File: src/rtl/inst_cache_refill.sv
// Direct-mapped instruction cache with word-serial line refill.
// Sits between the fetch stage and backing instruction memory.
module inst_cache_refill #(
    parameter int Inst_Width      = 32,
    parameter int Inst_Addr_Width = 17,
    parameter int LINE_WORDS      = 4,
    parameter int NUM_SETS        = 16
) (
    input  logic                       clk,
    input  logic                       rst,
    input  logic                       ce,
    input  logic [Inst_Addr_Width-1:0] addr,
    output logic                       ready,
    output logic [Inst_Width-1:0]      inst,
    output logic                       cache_enable,
    input  logic                       flush,
    output logic                       mem_req,
    output logic [Inst_Addr_Width-1:0] mem_addr,
    input  logic                       mem_valid,
    input  logic [Inst_Width-1:0]      mem_data,
    output logic [31:0]                hit_count,
    output logic [31:0]                miss_count
);

    localparam int OFF = $clog2(LINE_WORDS);
    localparam int IDX = $clog2(NUM_SETS);
    localparam int LO  = OFF + 2;
    localparam int TAG = Inst_Addr_Width - LO - IDX;
    localparam int WAW = Inst_Addr_Width - 2;

    typedef enum logic [1:0] {
        IDLE,
        REFILL,
        DRAIN,
        RESP
    } state_e;

    state_e                 state_q, state_d;
    logic [WAW-1:0]         waddr_q, waddr_d;
    logic [OFF-1:0]         beat_q, beat_d;
    logic                   mem_req_q, mem_req_d;
    logic [Inst_Addr_Width-1:0] mem_addr_q, mem_addr_d;
    logic                   cen_q, cen_d;
    logic [Inst_Width-1:0]  inst_q, inst_d;
    logic [31:0]            hit_q, hit_d;
    logic [31:0]            miss_q, miss_d;
    logic [NUM_SETS-1:0]    valid_q, valid_d;

    logic [TAG-1:0]         tag_q  [NUM_SETS];
    logic [Inst_Width-1:0]  data_q [NUM_SETS][LINE_WORDS];

    logic                   data_we;
    logic                   tag_we;

    logic [OFF-1:0]         in_off, q_off;
    logic [IDX-1:0]         in_idx, q_idx;
    logic [TAG-1:0]         in_tag, q_tag;
    logic                   lookup_hit;
    logic                   last_beat;
    logic                   unused_addr_bits;

    // Byte-offset bits never select anything; words are always aligned.
    assign unused_addr_bits = ^addr[1:0];

    assign in_off = addr[LO-1:2];
    assign in_idx = addr[LO+IDX-1:LO];
    assign in_tag = addr[Inst_Addr_Width-1:LO+IDX];

    assign q_off = waddr_q[OFF-1:0];
    assign q_idx = waddr_q[OFF+IDX-1:OFF];
    assign q_tag = waddr_q[WAW-1:OFF+IDX];

    assign lookup_hit = valid_q[in_idx] && (tag_q[in_idx] == in_tag);
    assign last_beat  = (beat_q == OFF'(LINE_WORDS - 1));

    assign ready        = (state_q == IDLE);
    assign inst         = inst_q;
    assign cache_enable = cen_q;
    assign mem_req      = mem_req_q;
    assign mem_addr     = mem_addr_q;
    assign hit_count    = hit_q;
    assign miss_count   = miss_q;

    // Next-state, lookup and refill sequencing.
    always_comb begin
        state_d    = state_q;
        waddr_d    = waddr_q;
        beat_d     = beat_q;
        mem_req_d  = mem_req_q;
        mem_addr_d = mem_addr_q;
        cen_d      = 1'b0;
        inst_d     = inst_q;
        hit_d      = hit_q;
        miss_d     = miss_q;
        valid_d    = valid_q;
        data_we    = 1'b0;
        tag_we     = 1'b0;

        if (flush) begin
            valid_d = '0;
        end

        unique case (state_q)
            IDLE: begin
                if (ce) begin
                    waddr_d = addr[Inst_Addr_Width-1:2];
                    if (!flush && lookup_hit) begin
                        cen_d  = 1'b1;
                        inst_d = data_q[in_idx][in_off];
                        hit_d  = hit_q + 32'd1;
                    end else begin
                        miss_d     = miss_q + 32'd1;
                        state_d    = REFILL;
                        beat_d     = '0;
                        mem_req_d  = 1'b1;
                        mem_addr_d = {addr[Inst_Addr_Width-1:LO], {LO{1'b0}}};
                    end
                end
            end
            REFILL: begin
                if (mem_valid) begin
                    data_we   = 1'b1;
                    mem_req_d = 1'b0;
                    beat_d    = beat_q + 1'b1;
                    if (flush) begin
                        // A flush on the final beat leaves nothing to drain.
                        if (last_beat) begin
                            beat_d    = '0;
                            mem_req_d = 1'b1;
                        end else begin
                            state_d = DRAIN;
                        end
                    end else if (last_beat) begin
                        tag_we         = 1'b1;
                        valid_d[q_idx] = 1'b1;
                        state_d        = RESP;
                        cen_d          = 1'b1;
                        // The final word is still in flight to the array.
                        inst_d = (q_off == beat_q) ? mem_data
                                                   : data_q[q_idx][q_off];
                    end
                end else if (flush) begin
                    state_d = DRAIN;
                end
            end
            DRAIN: begin
                if (mem_valid) begin
                    mem_req_d = 1'b0;
                    beat_d    = beat_q + 1'b1;
                    if (last_beat) begin
                        state_d   = REFILL;
                        beat_d    = '0;
                        mem_req_d = 1'b1;
                    end
                end
            end
            RESP: begin
                state_d = IDLE;
            end
            default: begin
                state_d = IDLE;
            end
        endcase
    end

    // Control state, outputs and counters.
    always_ff @(posedge clk or negedge rst) begin
        if (!rst) begin
            state_q    <= IDLE;
            waddr_q    <= '0;
            beat_q     <= '0;
            mem_req_q  <= 1'b0;
            mem_addr_q <= '0;
            cen_q      <= 1'b0;
            inst_q     <= '0;
            hit_q      <= '0;
            miss_q     <= '0;
            valid_q    <= '0;
        end else begin
            state_q    <= state_d;
            waddr_q    <= waddr_d;
            beat_q     <= beat_d;
            mem_req_q  <= mem_req_d;
            mem_addr_q <= mem_addr_d;
            cen_q      <= cen_d;
            inst_q     <= inst_d;
            hit_q      <= hit_d;
            miss_q     <= miss_d;
            valid_q    <= valid_d;
        end
    end

    // Tag and data storage; contents are qualified by valid_q only.
    always_ff @(posedge clk) begin
        if (data_we) begin
            data_q[q_idx][beat_q] <= mem_data;
        end
        if (tag_we) begin
            tag_q[q_idx] <= q_tag;
        end
    end

endmodule

File: config.mk
export PLATFORM = sky130hd
export DESIGN_NAME = inst_cache_refill
export DESIGN_NICKNAME = d
export VERILOG_FILES = /design/src/rtl/inst_cache_refill.sv
export SDC_FILE = /design/constraint.sdc
export NUM_CORES = 2
export LEC_CHECK = 0
export CORE_MARGIN = 8
export CORE_UTILIZATION = 55
export CTS_BUF_LIST = sky130_fd_sc_hd__clkbuf_4
export CTS_CLUSTER_SIZE = 8
export DETAILED_ROUTE_END_ITERATION = 12
export GPL_TIMING_DRIVEN = 0
export PLACE_DENSITY = 0.67
export SYNTH_ARGS = -nofsm -noshare
export SYNTH_HDL_FRONTEND = slang
export SYNTH_SLANG_ARGS = --single-unit
File: constraint.sdc
create_clock -name clk -period 6.9 [get_ports clk]
set_clock_uncertainty 0.1 [all_clocks]
set_input_delay 1.035 -clock clk [delete_from_list [all_inputs] [get_ports clk]]
set_output_delay 1.035 -clock clk [all_outputs]
set_load 0.005 [all_outputs]
==> parameters.txt <==
Parameter                              Value

Die
  Initial standard-cell utilization of the core    55.4%
  Die W    456 um
  Vertical extent of the die    456 um
  Number of cell rows    161
  Placeable core region    193000 sq um
  Die Area    208000 sq um
  Total I/O pin count    170

Routing
  Drc violations    0
  Via count    63600
  Avg WL per Cell    41.0 um
  Final wirelength    364000 um
  Iteration-0 DRC Markers    10100
  Post-route antenna net violation count    0
  Number of vias per cell after detailed routing    7.17
  Count of TritonRoute iterations in the first routing pass    6

Synth
  Count of flip-flops with a built-in enable after synthesis    2192
  Post-synthesis share of cell area spent on full adders, half adders and majority gates    0.129%
  Top flip-flop cell by instance count after synthesis    sky130_fd_sc_hd__edfxtp_1
  Dominant combinational cell family by area after synthesis    multiplexers
  Sequential cell area fraction in the yosys report    65.2%
  Share of synthesized area spent on multiplexers    29.2%
  Compound-Gate Fraction of Synth Area    0.935%
  Netlist cell types    58
  Netlist Area Pre-Place    107000 sq um
  Fraction of synthesized cell area in xor and xnor cells    0.608%
  FFs w/ async S/R, synth    6.24%
  Avg Synthesized Cell Area    21.4 sq um
  Flip-flop and latch count after synthesis    2338
  Number of warnings reported in the yosys synthesis log    0
  Synthesized instance count    4984
  Simple logic cell fraction of the synthesized area    2.22%

CTS
  Clock edge transition at the registers on the reported setup and hold paths    70 ps
  Clk root buf    sky130_fd_sc_hd__clkbuf_4
  Insertion delay to the later sink of the worst-skew pair    1450 ps
  Number of buffers created by CTS    623
  Post-CTS setup repair buffer count    0
  TritonCTS clock tree    done
  Clock tree buffer depth    4
  Total clock sinks    2338
  CTS H-Tree Depth    6
  Number of gates resized after CTS    0

Timing
  Final worst hold slack    115 ps
  Minimum clock period after layout    6400 ps
  Maximum clock frequency    156 MHz
  Total setup violations reported at the end of the flow    0
  Max transition margin    -9.98%
  Final Hold Violating Endpoints    0
  Portion of the clock cycle consumed by the worst path in the final layout    92.7%
  Number of pins exceeding their max-slew limit in the final report    45
  Slew at the pin closest to its max-slew limit    1650 ps
  RSZ-0062 raised after global routing    no

Setup path
  Last element of the critical path    inst[24]$_DFFE_PN0P_
  Startpoint of the lowest-slack register-to-register path    waddr_q[3]$_DFFE_PN0P_
  Critical Path Sink Type    flip-flop
  Setup CP Type    flip-flop to flip-flop
  R2R Path End    inst[24]$_DFFE_PN0P_
  Crit start category    flip-flop
  Data arrival time of the critical path    7610 ps
  Biggest fanout along the worst timing path    10
  Required time reported for the critical path endpoint    8110 ps
  Launching instance or port of the critical path    waddr_q[3]$_DFFE_PN0P_
  R2R depth    11
  Worst-case register-to-register setup slack    500 ps

Placement
  Post-placement cell area    114000 sq um
  Final Wtd Congestion    0.955
  Dpl hpwl    254000 um
  Instance count after placement with tap cells included    7781
  Port buffer count    156

Power and ir drop
  Max VDD drop    0.000226 V
  Net switching power    14.7 mW
  Combinational power share    33.1%
  Total power per unit cell area    345 nW/um^2
  Share of power burned in registers    38.9%
  Internal power    27.4 mW
  Proportion of power drawn by the clock network    28.0%
  Static leakage    39.6 nW
  Switch share    34.9%

Cells and area
  Post-route standard cell area excluding fillers    122000 sq um
  Proportion of layout cells with a drive suffix above 1    41.4%
  Leading cell type in the layout, fill and taps excluded    sky130_fd_sc_hd__edfxtp_1
  Number of fillers in the final layout    13400
  Final Net Count    5978
  Area added between synthesis and finish    14.3%
  Final std cells w/o fill    8874
  Most used cells in the layout excluding fill and tap cells    2192 x sky130_fd_sc_hd__edfxtp_1, 1278 x sky130_fd_sc_hd__mux4_2, 888 x sky130_fd_sc_hd__clkbuf_4

Global routing
  Total Routing Usage GR    34.5%
  Initial antenna violation count    38
  Grt ovf    0
  Number of global-route vias before repair    63600
  Largest net degree at the start of global routing    80
  Global-route wire length before repair    497000 um

Hold path
  Hold crit path type    input port to asynchronous set/reset pin

Run
  Reported max-cap violation count    7

Status
  Violations in the final reports    max-capacitance violations, max-slew violations
  Result of the run    complete, but fails checks
-- critical path: stages, from the launching register on --
cell and delay [ps]:
sky130_fd_sc_hd__dfrtp_1 330, sky130_fd_sc_hd__clkbuf_1 500, sky130_fd_sc_hd__clkbuf_1 820, sky130_fd_sc_hd__clkbuf_1 1120, sky130_fd_sc_hd__clkbuf_1 1010, sky130_fd_sc_hd__mux4_2 410, sky130_fd_sc_hd__mux2i_1 190, sky130_fd_sc_hd__a22oi_1 270
sky130_fd_sc_hd__nand4_1 370, sky130_fd_sc_hd__nand4_1 250, sky130_fd_sc_hd__o21ai_0 510, sky130_fd_sc_hd__mux2i_1 340
-- how the worst min path moves through the flow --
| stage | from | slack [ps] | cells past startpoint | to |
|---|---|---|---|---|
| 2_1_floorplan | valid_q[13]$_DFF_PN0_ | 350 | 1 | valid_q[13]$_DFF_PN0_ |
| 3_3_place_gp | valid_q[1]$_DFF_PN0_ | 360 | 1 | valid_q[1]$_DFF_PN0_ |
| 6_report | rst | 120 | 2 | inst[30]$_DFFE_PN0P_ |
| 4_1_cts | rst | 30 | 2 | inst[30]$_DFFE_PN0P_ |
| 3_5_place_dp | hit_count[31]$_DFFE_PN0P_ | 360 | 1 | hit_count[31]$_DFFE_PN0P_ |
| 5_1_grt | mem_data[19] | 80 | 1 | data_q[0][83]$_DFFE_PP_ |
-- per-layer routing --
metal / share of wire (%) / up-vias / global-route usage, %
met5: 0.068 / - / 0.436
met4: 6.1 / 18 / 17.9
met3: 15 / 952 / 12.7
met2: 45 / 5233 / 51.3
met1: 34 / 33500 / 45.1
li1: - / 23900 / -
-- repair_timing --
action / in CTS / in global routing
hold endpoints to repair: 603 / 0
setup endpoints to repair: 0 / 0
hold buffers: 31 / 0
-- layout make-up --
type	instances	area, sq um	area share [%]
Inverter	49	184	0.151
Multi-Input combinational cell	2222	35800	29.4
Tap cell	2526	3160	2.59
Sequential cell	2338	69500	57.0
Timing Repair Buffer	301	4160	3.42
Clock inverter	156	671	0.550
Clock buffer	887	6660	5.47
Buffer	378	1680	1.38
Antenna cell	17	42.5	0.0349
-- kinds of logic (layout without fill, tap and decap cells) --
family	Yosys count	count (layout)
compound gates	157	157
flops	2338	2338
mux	1500	1500
simple gates	476	476
xor+xnor	74	74
other cells	1	21
fa+ha+maj	11	11
buf+inv	427	1771
-- cell usage after synthesis (44+ instances only) --
cell	count	area [sq um]
sky130_fd_sc_hd__buf_1	75	282
sky130_fd_sc_hd__mux4_2	1278	28800
sky130_fd_sc_hd__mux2i_1	180	1800
sky130_fd_sc_hd__xor2_1	51	447
sky130_fd_sc_hd__buf_2	124	621
sky130_fd_sc_hd__nand4_1	79	494
sky130_fd_sc_hd__a21oi_1	44	220
sky130_fd_sc_hd__dfrtp_1	146	3650
sky130_fd_sc_hd__nor2_1	101	379
sky130_fd_sc_hd__clkbuf_1	163	612
sky130_fd_sc_hd__edfxtp_1	2192	65800
sky130_fd_sc_hd__nand2_1	134	503
sky130_fd_sc_hd__inv_1	49	184
-- flip-flops by register name, summed over array words and instances (netlist names) --
signal        flops
beat_q            2
cache_enable      1
data_q         2048
hit_count        32
inst             32
mem_addr         13
mem_req           1
miss_count       32
state_q           2
tag_q           144
valid_q          16
waddr_q          15
-- stage by stage --
stage / setup TNS, ps / total power [mW] / util (%) / setup WS [ps]
2_1_floorplan: 0 / 24.3 / - / 2880
4_1_cts: 0 / 41.7 / 63.2 / 847
5_1_grt: 0 / 43.0 / 63.3 / 638
3_5_place_dp: -9.14 / 30.2 / 59.3 / -9.14
6_report: 0 / 42.0 / 63.3 / 503
3_3_place_gp: -1509500 / 29.9 / 57.8 / -2420
-- power by group through the flow --
stage | clock network (mW) | registers [mW] | logic (mW)
finish | 11.8 | 16.4 | 13.9
global route | 12.5 | 16.4 | 14.1
CTS | 11.8 | 16.4 | 13.6
detailed placement | 0 | 16.6 | 13.5
global placement | 0 | 16.7 | 13.2
floorplan | 0 | 16.6 | 7.68
Note: power is estimated with default switching activity, not from simulation.
